===== src/rtl/hci_mem_sram_adapter_pkg.sv =====
// Shared types and default parameters for the HCI-to-SRAM bank adapter.
package hci_mem_sram_adapter_pkg;

   typedef enum logic [1:0] {
      BANK_ACTIVE = 2'd0,
      BANK_SLEEP  = 2'd1,
      BANK_WAKE   = 2'd2
   } hci_bank_state_e;

   localparam int DEFAULT_RD_LAT      = 1;
   localparam int DEFAULT_WAKE_CYCLES = 4;
   localparam int DEFAULT_IDLE_CYCLES = 64;

endpackage


===== src/rtl/hci_mem_sram_adapter_if.sv =====
// HCI memory port bundle.
// Handshake: a request transfers in every cycle where req=1 and gnt=1; the master keeps
// req/add/wen/data/be/id/user stable until it sees gnt. Read responses are pushed with
// r_valid and have no ready: the master must accept r_valid/r_data/r_id/r_user whenever
// r_valid=1, and responses return in request order.
interface hci_mem_sram_adapter_if #(
   parameter int DW = 32,
   parameter int AW = 32,
   parameter int BW = 8,
   parameter int IW = 8,
   parameter int UW = 1
) ();
   logic             req;
   logic             gnt;
   logic [AW-1:0]    add;
   logic             wen;
   logic [DW-1:0]    data;
   logic [DW/BW-1:0] be;
   logic [IW-1:0]    id;
   logic [UW-1:0]    user;
   logic             r_valid;
   logic [DW-1:0]    r_data;
   logic [IW-1:0]    r_id;
   logic [UW-1:0]    r_user;

   modport master (
      output req, add, wen, data, be, id, user,
      input  gnt, r_valid, r_data, r_id, r_user
   );

   modport slave (
      input  req, add, wen, data, be, id, user,
      output gnt, r_valid, r_data, r_id, r_user
   );
endinterface


===== src/rtl/hci_mem_sram_adapter_resp_pipe.sv =====
// Fixed-depth delay line carrying a valid bit plus payload, with synchronous flush.
module hci_mem_sram_adapter_resp_pipe #(
   parameter int DEPTH = 1,
   parameter int PW    = 9
) (
   input  logic          clk_i,
   input  logic          rst_i,
   input  logic          flush_i,
   input  logic          push_i,
   input  logic [PW-1:0] payload_i,
   output logic          valid_o,
   output logic [PW-1:0] payload_o,
   output logic          head_valid_o,
   output logic          busy_o
);
   logic [DEPTH-1:0] valid_q, valid_d;
   logic [PW-1:0]    payload_q [DEPTH];
   logic [PW-1:0]    payload_d [DEPTH];

   // Shift every stage one step per cycle; a flush kills all in-flight entries.
   always_comb begin
      valid_d      = '0;
      payload_d    = payload_q;
      valid_d[0]   = push_i;
      payload_d[0] = push_i ? payload_i : payload_q[0];
      for (int i = 1; i < DEPTH; i++) begin
         valid_d[i]   = valid_q[i-1];
         payload_d[i] = payload_q[i-1];
      end
      if (flush_i) valid_d = '0;
   end

   // Stage registers.
   always_ff @(posedge clk_i) begin
      if (rst_i) begin
         valid_q <= '0;
         for (int i = 0; i < DEPTH; i++) payload_q[i] <= '0;
      end else begin
         valid_q   <= valid_d;
         payload_q <= payload_d;
      end
   end

   assign valid_o      = valid_q[DEPTH-1];
   assign payload_o    = payload_q[DEPTH-1];
   assign head_valid_o = valid_q[0];
   assign busy_o       = |valid_q;
endmodule


===== src/rtl/hci_mem_sram_adapter.sv =====
// Terminal HCI stage: drives a single-port SRAM macro, returns read data with a fixed
// latency, and parks the bank in retention after a run of idle cycles.
module hci_mem_sram_adapter
   import hci_mem_sram_adapter_pkg::*;
#(
   parameter int DW          = 32,
   parameter int AW          = 32,
   parameter int BW          = 8,
   parameter int IW          = 8,
   parameter int UW          = 1,
   parameter int BANK_AW     = 12,
   parameter int RD_LAT      = DEFAULT_RD_LAT,
   parameter int IDLE_CYCLES = DEFAULT_IDLE_CYCLES,
   parameter int WAKE_CYCLES = DEFAULT_WAKE_CYCLES
) (
   input  logic               clk_i,
   input  logic               rst_i,
   input  logic               clear_i,
   hci_mem_sram_adapter_if.slave in,
   output logic               sram_req_o,
   output logic               sram_we_o,
   output logic [BANK_AW-1:0] sram_addr_o,
   output logic [DW-1:0]      sram_wdata_o,
   output logic [DW/BW-1:0]   sram_be_o,
   input  logic [DW-1:0]      sram_rdata_i,
   output logic               sram_sleep_o,
   output hci_bank_state_e    bank_state_o
);
   localparam int OFF = $clog2(DW/8);
   localparam int ICW = (IDLE_CYCLES < 2) ? 1 : $clog2(IDLE_CYCLES);
   localparam int WCW = $clog2(WAKE_CYCLES + 1);
   localparam int PW  = IW + UW;
   localparam bit SLEEP_EN = (IDLE_CYCLES != 0);
   localparam logic [ICW-1:0] IDLE_MAX  = ICW'((IDLE_CYCLES == 0) ? 0 : IDLE_CYCLES - 1);
   localparam logic [WCW-1:0] WAKE_LOAD = WCW'(WAKE_CYCLES - 1);

   if (RD_LAT != 1 && RD_LAT != 2) begin : g_bad_rd_lat
      $error("hci_mem_sram_adapter: RD_LAT must be 1 or 2");
   end
   if (WAKE_CYCLES < 1) begin : g_bad_wake
      $error("hci_mem_sram_adapter: WAKE_CYCLES must be >= 1");
   end
   if (BANK_AW + OFF > AW) begin : g_bad_aw
      $error("hci_mem_sram_adapter: BANK_AW does not fit in AW");
   end

   hci_bank_state_e state_q, state_d;
   logic [ICW-1:0]  idle_cnt_q, idle_cnt_d;
   logic [WCW-1:0]  wake_cnt_q, wake_cnt_d;
   logic            gnt, sleep;
   logic            pipe_busy, pipe_valid, head_valid;
   logic [PW-1:0]   pipe_payload;
   logic            unused_bits;

   // Bank FSM: grant logic, idle counting and the sleep/wake sequence; clear and reset override.
   always_comb begin
      state_d    = state_q;
      idle_cnt_d = idle_cnt_q;
      wake_cnt_d = wake_cnt_q;
      gnt        = 1'b0;
      sleep      = 1'b0;
      case (state_q)
         BANK_ACTIVE: begin
            gnt = in.req;
            if (in.req || pipe_busy)       idle_cnt_d = '0;
            else if (idle_cnt_q != IDLE_MAX) idle_cnt_d = idle_cnt_q + 1'b1;
            if (SLEEP_EN && idle_cnt_q == IDLE_MAX && !in.req && !pipe_busy)
               state_d = BANK_SLEEP;
         end
         BANK_SLEEP: begin
            sleep      = 1'b1;
            idle_cnt_d = '0;
            if (in.req) begin
               state_d    = BANK_WAKE;
               wake_cnt_d = WAKE_LOAD;
            end
         end
         BANK_WAKE: begin
            idle_cnt_d = '0;
            if (wake_cnt_q == '0) state_d    = BANK_ACTIVE;
            else                  wake_cnt_d = wake_cnt_q - 1'b1;
         end
         default: state_d = BANK_ACTIVE;
      endcase
      if (clear_i) begin
         gnt        = 1'b0;
         state_d    = BANK_ACTIVE;
         idle_cnt_d = '0;
         wake_cnt_d = '0;
      end
      if (rst_i) begin
         gnt   = 1'b0;
         sleep = 1'b0;
      end
   end

   // FSM and counter registers.
   always_ff @(posedge clk_i) begin
      if (rst_i) begin
         state_q    <= BANK_ACTIVE;
         idle_cnt_q <= '0;
         wake_cnt_q <= '0;
      end else begin
         state_q    <= state_d;
         idle_cnt_q <= idle_cnt_d;
         wake_cnt_q <= wake_cnt_d;
      end
   end

   assign in.gnt       = gnt;
   assign sram_req_o   = gnt;
   assign sram_we_o    = ~in.wen;
   assign sram_addr_o  = in.add[BANK_AW+OFF-1 -: BANK_AW];
   assign sram_wdata_o = in.data;
   assign sram_be_o    = in.be;
   assign sram_sleep_o = sleep;
   assign bank_state_o = state_q;

   hci_mem_sram_adapter_resp_pipe #(.DEPTH(RD_LAT), .PW(PW)) u_resp_pipe (
      .clk_i       (clk_i),
      .rst_i       (rst_i),
      .flush_i     (clear_i),
      .push_i      (gnt & in.wen),
      .payload_i   ({in.id, in.user}),
      .valid_o     (pipe_valid),
      .payload_o   (pipe_payload),
      .head_valid_o(head_valid),
      .busy_o      (pipe_busy)
   );

   assign in.r_valid = pipe_valid;
   assign in.r_id    = pipe_payload[PW-1 -: IW];
   assign in.r_user  = pipe_payload[UW-1:0];

   if (RD_LAT == 2) begin : g_rdata_reg
      logic [DW-1:0] rdata_q, rdata_d;
      // Capture macro data only in the cycle a live read returns, so r_data holds otherwise.
      always_comb begin
         rdata_d = rdata_q;
         if (head_valid) rdata_d = sram_rdata_i;
      end
      // Read data register.
      always_ff @(posedge clk_i) begin
         if (rst_i) rdata_q <= '0;
         else       rdata_q <= rdata_d;
      end
      assign in.r_data = rdata_q;
   end else begin : g_rdata_comb
      assign in.r_data = sram_rdata_i;
   end

   // Address bits outside the bank window are intentionally ignored.
   assign unused_bits = ^{in.add, head_valid};
endmodule


===== src/flat_wrapper.sv =====
// flat-port wrapper written by rule: the top's interface ports become plain ports
module hci_mem_sram_adapter_flat import hci_mem_sram_adapter_pkg::*;
#(
   parameter int DW          = 32,
   parameter int AW          = 32,
   parameter int BW          = 8,
   parameter int IW          = 8,
   parameter int UW          = 1,
   parameter int BANK_AW     = 12,
   parameter int RD_LAT      = DEFAULT_RD_LAT,
   parameter int IDLE_CYCLES = DEFAULT_IDLE_CYCLES,
   parameter int WAKE_CYCLES = DEFAULT_WAKE_CYCLES
)
  (clk_i, rst_i, clear_i, sram_req_o, sram_we_o, sram_addr_o, sram_wdata_o, sram_be_o, sram_rdata_i, sram_sleep_o, bank_state_o, in_req, in_add, in_wen, in_data, in_be, in_id, in_user, in_gnt, in_r_valid, in_r_data, in_r_id, in_r_user);
  hci_mem_sram_adapter_if #(.DW(DW), .AW(AW), .BW(BW), .IW(IW), .UW(UW)) in_i ();
  input  logic clk_i;
  input  logic rst_i;
  input  logic clear_i;
  output logic sram_req_o;
  output logic sram_we_o;
  output logic [BANK_AW-1:0] sram_addr_o;
  output logic [DW-1:0] sram_wdata_o;
  output logic [DW/BW-1:0] sram_be_o;
  input  logic [DW-1:0] sram_rdata_i;
  output logic sram_sleep_o;
  output hci_bank_state_e bank_state_o;
  input wire logic [$bits(in_i.req)-1:0] in_req;
  input wire logic [$bits(in_i.add)-1:0] in_add;
  input wire logic [$bits(in_i.wen)-1:0] in_wen;
  input wire logic [$bits(in_i.data)-1:0] in_data;
  input wire logic [$bits(in_i.be)-1:0] in_be;
  input wire logic [$bits(in_i.id)-1:0] in_id;
  input wire logic [$bits(in_i.user)-1:0] in_user;
  output wire logic [$bits(in_i.gnt)-1:0] in_gnt;
  output wire logic [$bits(in_i.r_valid)-1:0] in_r_valid;
  output wire logic [$bits(in_i.r_data)-1:0] in_r_data;
  output wire logic [$bits(in_i.r_id)-1:0] in_r_id;
  output wire logic [$bits(in_i.r_user)-1:0] in_r_user;
  assign in_i.req = in_req;
  assign in_i.add = in_add;
  assign in_i.wen = in_wen;
  assign in_i.data = in_data;
  assign in_i.be = in_be;
  assign in_i.id = in_id;
  assign in_i.user = in_user;
  assign in_gnt = in_i.gnt;
  assign in_r_valid = in_i.r_valid;
  assign in_r_data = in_i.r_data;
  assign in_r_id = in_i.r_id;
  assign in_r_user = in_i.r_user;
  hci_mem_sram_adapter #(.DW(DW), .AW(AW), .BW(BW), .IW(IW), .UW(UW), .BANK_AW(BANK_AW), .RD_LAT(RD_LAT), .IDLE_CYCLES(IDLE_CYCLES), .WAKE_CYCLES(WAKE_CYCLES)) u_core (.clk_i(clk_i), .rst_i(rst_i), .clear_i(clear_i), .in(in_i), .sram_req_o(sram_req_o), .sram_we_o(sram_we_o), .sram_addr_o(sram_addr_o), .sram_wdata_o(sram_wdata_o), .sram_be_o(sram_be_o), .sram_rdata_i(sram_rdata_i), .sram_sleep_o(sram_sleep_o), .bank_state_o(bank_state_o));
endmodule

===== config.mk =====
export PLATFORM = sky130hd
export DESIGN_NAME = hci_mem_sram_adapter_flat
export DESIGN_NICKNAME = d
export VERILOG_FILES = /design/src/rtl/hci_mem_sram_adapter_pkg.sv /design/src/rtl/hci_mem_sram_adapter_if.sv /design/src/rtl/hci_mem_sram_adapter_resp_pipe.sv /design/src/rtl/hci_mem_sram_adapter.sv /design/src/flat_wrapper.sv
export SDC_FILE = /design/constraint.sdc
export NUM_CORES = 1
export LEC_CHECK = 0
export ABC_AREA = 1
export CORE_AREA = 3 3 86 88
export CTS_CLUSTER_DIAMETER = 40
export DETAILED_ROUTE_END_ITERATION = 16
export DIE_AREA = 0 0 89 91
export GPL_TIMING_DRIVEN = 1
export PLACE_DENSITY = 0.81
export SYNTH_ARGS = -nofsm -noshare
export SYNTH_HDL_FRONTEND = slang
export SYNTH_HIERARCHICAL = 1
export SYNTH_SLANG_ARGS = --single-unit

===== constraint.sdc =====
create_clock -name clk_i -period 1.83 [get_ports clk_i]
set_input_delay 0.183 -clock clk_i [delete_from_list [all_inputs] [get_ports clk_i]]
set_output_delay 0.183 -clock clk_i [all_outputs]
set_load 0.02 [all_outputs]

# [Word level (Yosys, flattened, before mapping)]
# Index checks and enable logic that the tools add are counted.
[word_totals] output_inout_bits=96 inputBits=114 reg_bits=21 wordCells=47
[op_classes] n_reduce_logical=14 add_sub_neg=2 bitwise_logic=2 n_eq_ne=9 n_mux=15
[ops] operator="$mux 6" n=2
[ops] operator="$pmux 6 s2" n=1
[ops] operator="$add 6x1->6 const B" n=1
[ops] operator="$eq 6x6->1 const B" n=1
[ops] operator="$mux 2" n=3
[ops] operator="$mux 3" n=2
[ops] operator="$ne 6x6->1 const B" n=1
[ops] operator="$pmux 2 s3" n=1
[ops] operator="$pmux 3 s2" n=1
[ops] operator="$reduce_and 3->1" n=2
[ops] operator="$mux 1" n=5
[ops] operator="$ne 2x1->1 const B" n=2
[ops] operator="$ne 2x2->1 const B" n=2
[ops] operator="$reduce_bool 2->1" n=2
[ops] operator="$reduce_or 2->1" n=2
[ops] operator="$logic_not 3->1" n=1
[ops] operator="$ne 3x1->1 const B" n=1
[ops] operator="$sub 3x1->3 const B" n=1
[ops] operator="$eq 2x1->1 const B" n=1
[ops] operator="$eq 2x2->1 const B" n=1
[ops] operator="$logic_and 1x1->1" n=2
[ops] operator="$logic_not 1->1" n=2
[ops] operator="$logic_not 2->1" n=1
[ops] operator="$reduce_and 2->1" n=1
[ops] operator="other kinds (3)" n=3

# [Logic depth before layout (Yosys ltp)]
[logic_depth] word_depth=5 mapped_depth=10 ltp_nobuf=10

# [Modules after synthesis]
# The synthesis kept the hierarchy.
[modules_own_cells] mod="hci_mem_sram_adapter" cells_each=187 seq_area_each_um2=220.2 area_per_inst_um2=1353.8 instances=1
[modules_own_cells] mod="hci_mem_sram_adapter_resp_pipe" cells_each=62 seq_area_each_um2=200.2 area_per_inst_um2=429.2 instances=1

# [Worst setup path after synthesis]
# Ideal clock, no wire load.
[synth_timing] path_type="flip-flop to output port" startpoint="reg u_core.state_q[0], in the netlist u_core/bank_state_o[0]" endpoint="out sram_req_o" required_time_ns=1.647 t_arrival_ns=1.749 stages_incl_launch_ff=6 path_buffers=1 setup_slack_ns=-0.102 cell_sequence="dfxtp_1 -> inv_1 -> ha_1 -> inv_1 -> nor3_1 -> buf_4"
[synth_between] elab_chain_len=4
[synth_lines] item="start: declaration" line="hci_mem_sram_adapter.sv:47" source="hci_bank_state_e state_q, state_d;"
[synth_lines] item="start signal: assignment" line="hci_mem_sram_adapter.sv:104" source="state_q <= state_d;"
[synth_lines] item="$logic_not 2->1" line="hci_mem_sram_adapter.sv:62" source="case (state_q)"
[synth_lines] item="$mux 1" line="hci_mem_sram_adapter.sv:62"
[synth_lines] item="$mux 1" line="hci_mem_sram_adapter.sv:85" source="if (clear_i) begin"
[synth_lines] item="$mux 1" line="hci_mem_sram_adapter.sv:91" source="if (rst_i) begin"
[synth_lines] item="end: declaration" line="flat_wrapper.sv:19" source="output logic sram_req_o;"
# Every way passes these cells.

# [Worst setup path in the final report]
[layout_timing] startpoint="reg u_core.state_q[1], in the netlist u_core/bank_state_o[1]" endpoint="out sram_req_o"
# Same word-level chain as after synthesis.

==> impl_metrics.tcl <==
set metrics [dict create \
    nFillCells 735 \
    via_per_inst 4.11 \
    critical_path.endpoint_type "output port" \
    syn_inst 248 \
    crit_type "reg -> out" \
    post-place-cells 283 \
    stdcell_count 287 \
    fp.coreArea_um2 6720 \
    hold_viol_final 0 \
    whs_path_depth 0 \
    antenna_left 0 \
    relSlewSlack_pct 80.5 \
    grt_pass1_vias 1146 \
    io_pins 210 \
    post-cts-setup-buffers 0 \
    crit_fanout 4 \
    dr_wl_met2_um 1350 \
    hold_buffers 0 \
    die_h_um 91 \
    seq_power_share_pct 52.5 \
    cts_sinks 21 \
    critPathBufInv 3 \
    fmax_ghz 0.606 \
    min_from "sram_rdata_i[0]" \
    highest_layer "met4" \
    cp.required_ps 1650 \
    track_usage_pct 8.09 \
    fin_crit_sh_pct 90.2 \
    clock_path_buffers 2 \
    slew_violations 0 \
    slowest_delay_ps 360 \
    hold_path.class "in -> out" \
    tightest_slew_ps 291 \
    synth_fp_nets 370 \
    crit_slowest_cell "dlygate4sd2_1" \
    syn_area_um2 1780 \
    power_frac_clock_pct 34.4 \
    start_util_pct 26.4 \
    grt_pass1_wl_um 5030 \
    power_frac_comb_pct 13.1 \
    setup_viol 0 \
    drt-met1-wl_um 1190 \
    fin_total_pwr_w 0.000895 \
    reg2reg_from "u_core/bank_state_o[1]" \
    drive_above_1_share_pct 12.1 \
    floorplan.rows 30 \
    dr.first_iter.drc_count 50 \
    grt_max_degree 20 \
    path_clk_slew_ps 80 \
    regToRegSetupSlack_ps 220 \
    switching_share_pct 23.9 \
    diodes 0 \
    final_nets 330 \
    setup-tns-final_ps 0 \
    vias 1181 \
    dp_hpwl_um 2420 \
    ir_worst_vdd_mv 0.209 \
    syn_to_final_growth_pct -7.26 \
    p_int_w 0.000681 \
    htree_num_levels 1 \
    clk_latency_ps 260 \
    cellPowerDensity_nw_per_um2 544 \
    min_to "in_r_data[0]" \
    wl_met3_um 344 \
    wl_per_cell_um 11.0 \
    drc 0 \
    critPathLaunch "u_core/bank_state_o[1]" \
    outcome "finished clean" \
    rsz0062_at_grt "no" \
    cts-root-buf "clkbuf_8" \
    dr.pass1.iters 4 \
    p_leak_nw 0.736 \
    place_area_um2 1610 \
    reg2reg_depth 9 \
    utilization_pct 24.5 \
    grt_antenna_before_repair 0 \
    crit_path_frequent_cell "inv_1" \
    fin_worst_skew_ps 1.14 \
    max_cap_violations 0 \
    critPathTopFamily "buffers and inverters" \
    yosys_warnings 6 \
    cp-start-kind "flip-flop" \
    portBuffers 29 \
    worstReg2RegEnd "u_core/u_resp_pipe/payload_o[4]" \
    design_area_um2 1650 \
    die-area_um2 8100 \
    overflow 0 \
    gp_congestion 0.847 \
    wl_um 3150 \
    fin_crit_ps 1650 \
    path_cells "inv_1 > ha_1 > inv_1 > nor3_2 > dlygate4sd2_1" \
    die_w_um 89 \
    syn_avg_cell_area_um2 7.16 \
    arrival_ps 1470 \
    cts_tree "built" \
    post_cts_resized 3 \
    cts_buffers 3 \
    power_switching_w 0.000214 \
]
[per-stage QoR]
stage	worst slack, ps	hold slack [ps]
after floorplan	96.3	250
final	179	366
after detailed placement	-53.0	366
after CTS	135	366
after global placement	-23.6	366
after global routing	25.9	366
[how the worst max path moves through the flow]
stage	endpoint	slack (ps)	cells after the start
after CTS	sram_req_o	140	5
after floorplan	u_core/u_resp_pipe/payload_o[0]	100	8
final	sram_req_o	180	5
after global placement	in_gnt	-20	5
after global routing	u_core/u_resp_pipe/payload_o[2]	30	9
after detailed placement	sram_req_o	-50	5
[state kept, by name, summed over array words and instances (netlist names)]
register                      flops
u_core/bank_state_o               2
u_core/u_resp_pipe/payload_o      9
u_core/wake_cnt_q                 3
u_core/u_resp_pipe/busy_o         1
u_core/idle_cnt_q                 6
[power by group through the flow]
stage / sequential [W] / combinational, W / clock, W
floorplan: 0.000488 / 0.000303 / 0
global placement: 0.000480 / 0.000119 / 0
detailed placement: 0.000481 / 0.000121 / 0
CTS: 0.000470 / 0.000120 / 0.000337
global route: 0.000471 / 0.000131 / 0.000342
finish: 0.000470 / 0.000117 / 0.000308
[layout make-up]
| type | instances | area [µm²] | area share, % |
|---|---|---|---|
| Clock buffer | 4 | 45.0 | 2.74 |
| Tap cell | 80 | 100 | 6.08 |
| Timing Repair Buffer | 39 | 362 | 22.0 |
| Inverter | 29 | 109 | 6.61 |
| Multi-Input combinational cell | 114 | 611 | 37.1 |
| Sequential cell | 21 | 420 | 25.5 |
[placed cells by master (no fill, tap or decap), types with 4 or more instances in the layout]
cell	instances
a21oi_1	11
buf_4	10
clkdlybuf4s50_1	26
dfxtp_1	21
ha_1	8
inv_1	27
nand2_1	40
nand3_1	9
nor2_1	28
o21ai_0	4
[layer usage]
metal,global-route usage [%],vias to the layer above
li1,-,587
met1,8.19,511
met2,11.6,53
met3,3.36,30
met4,8.68,0
met5,0,-
No activity file was read; power rests on OpenSTA's default activity.
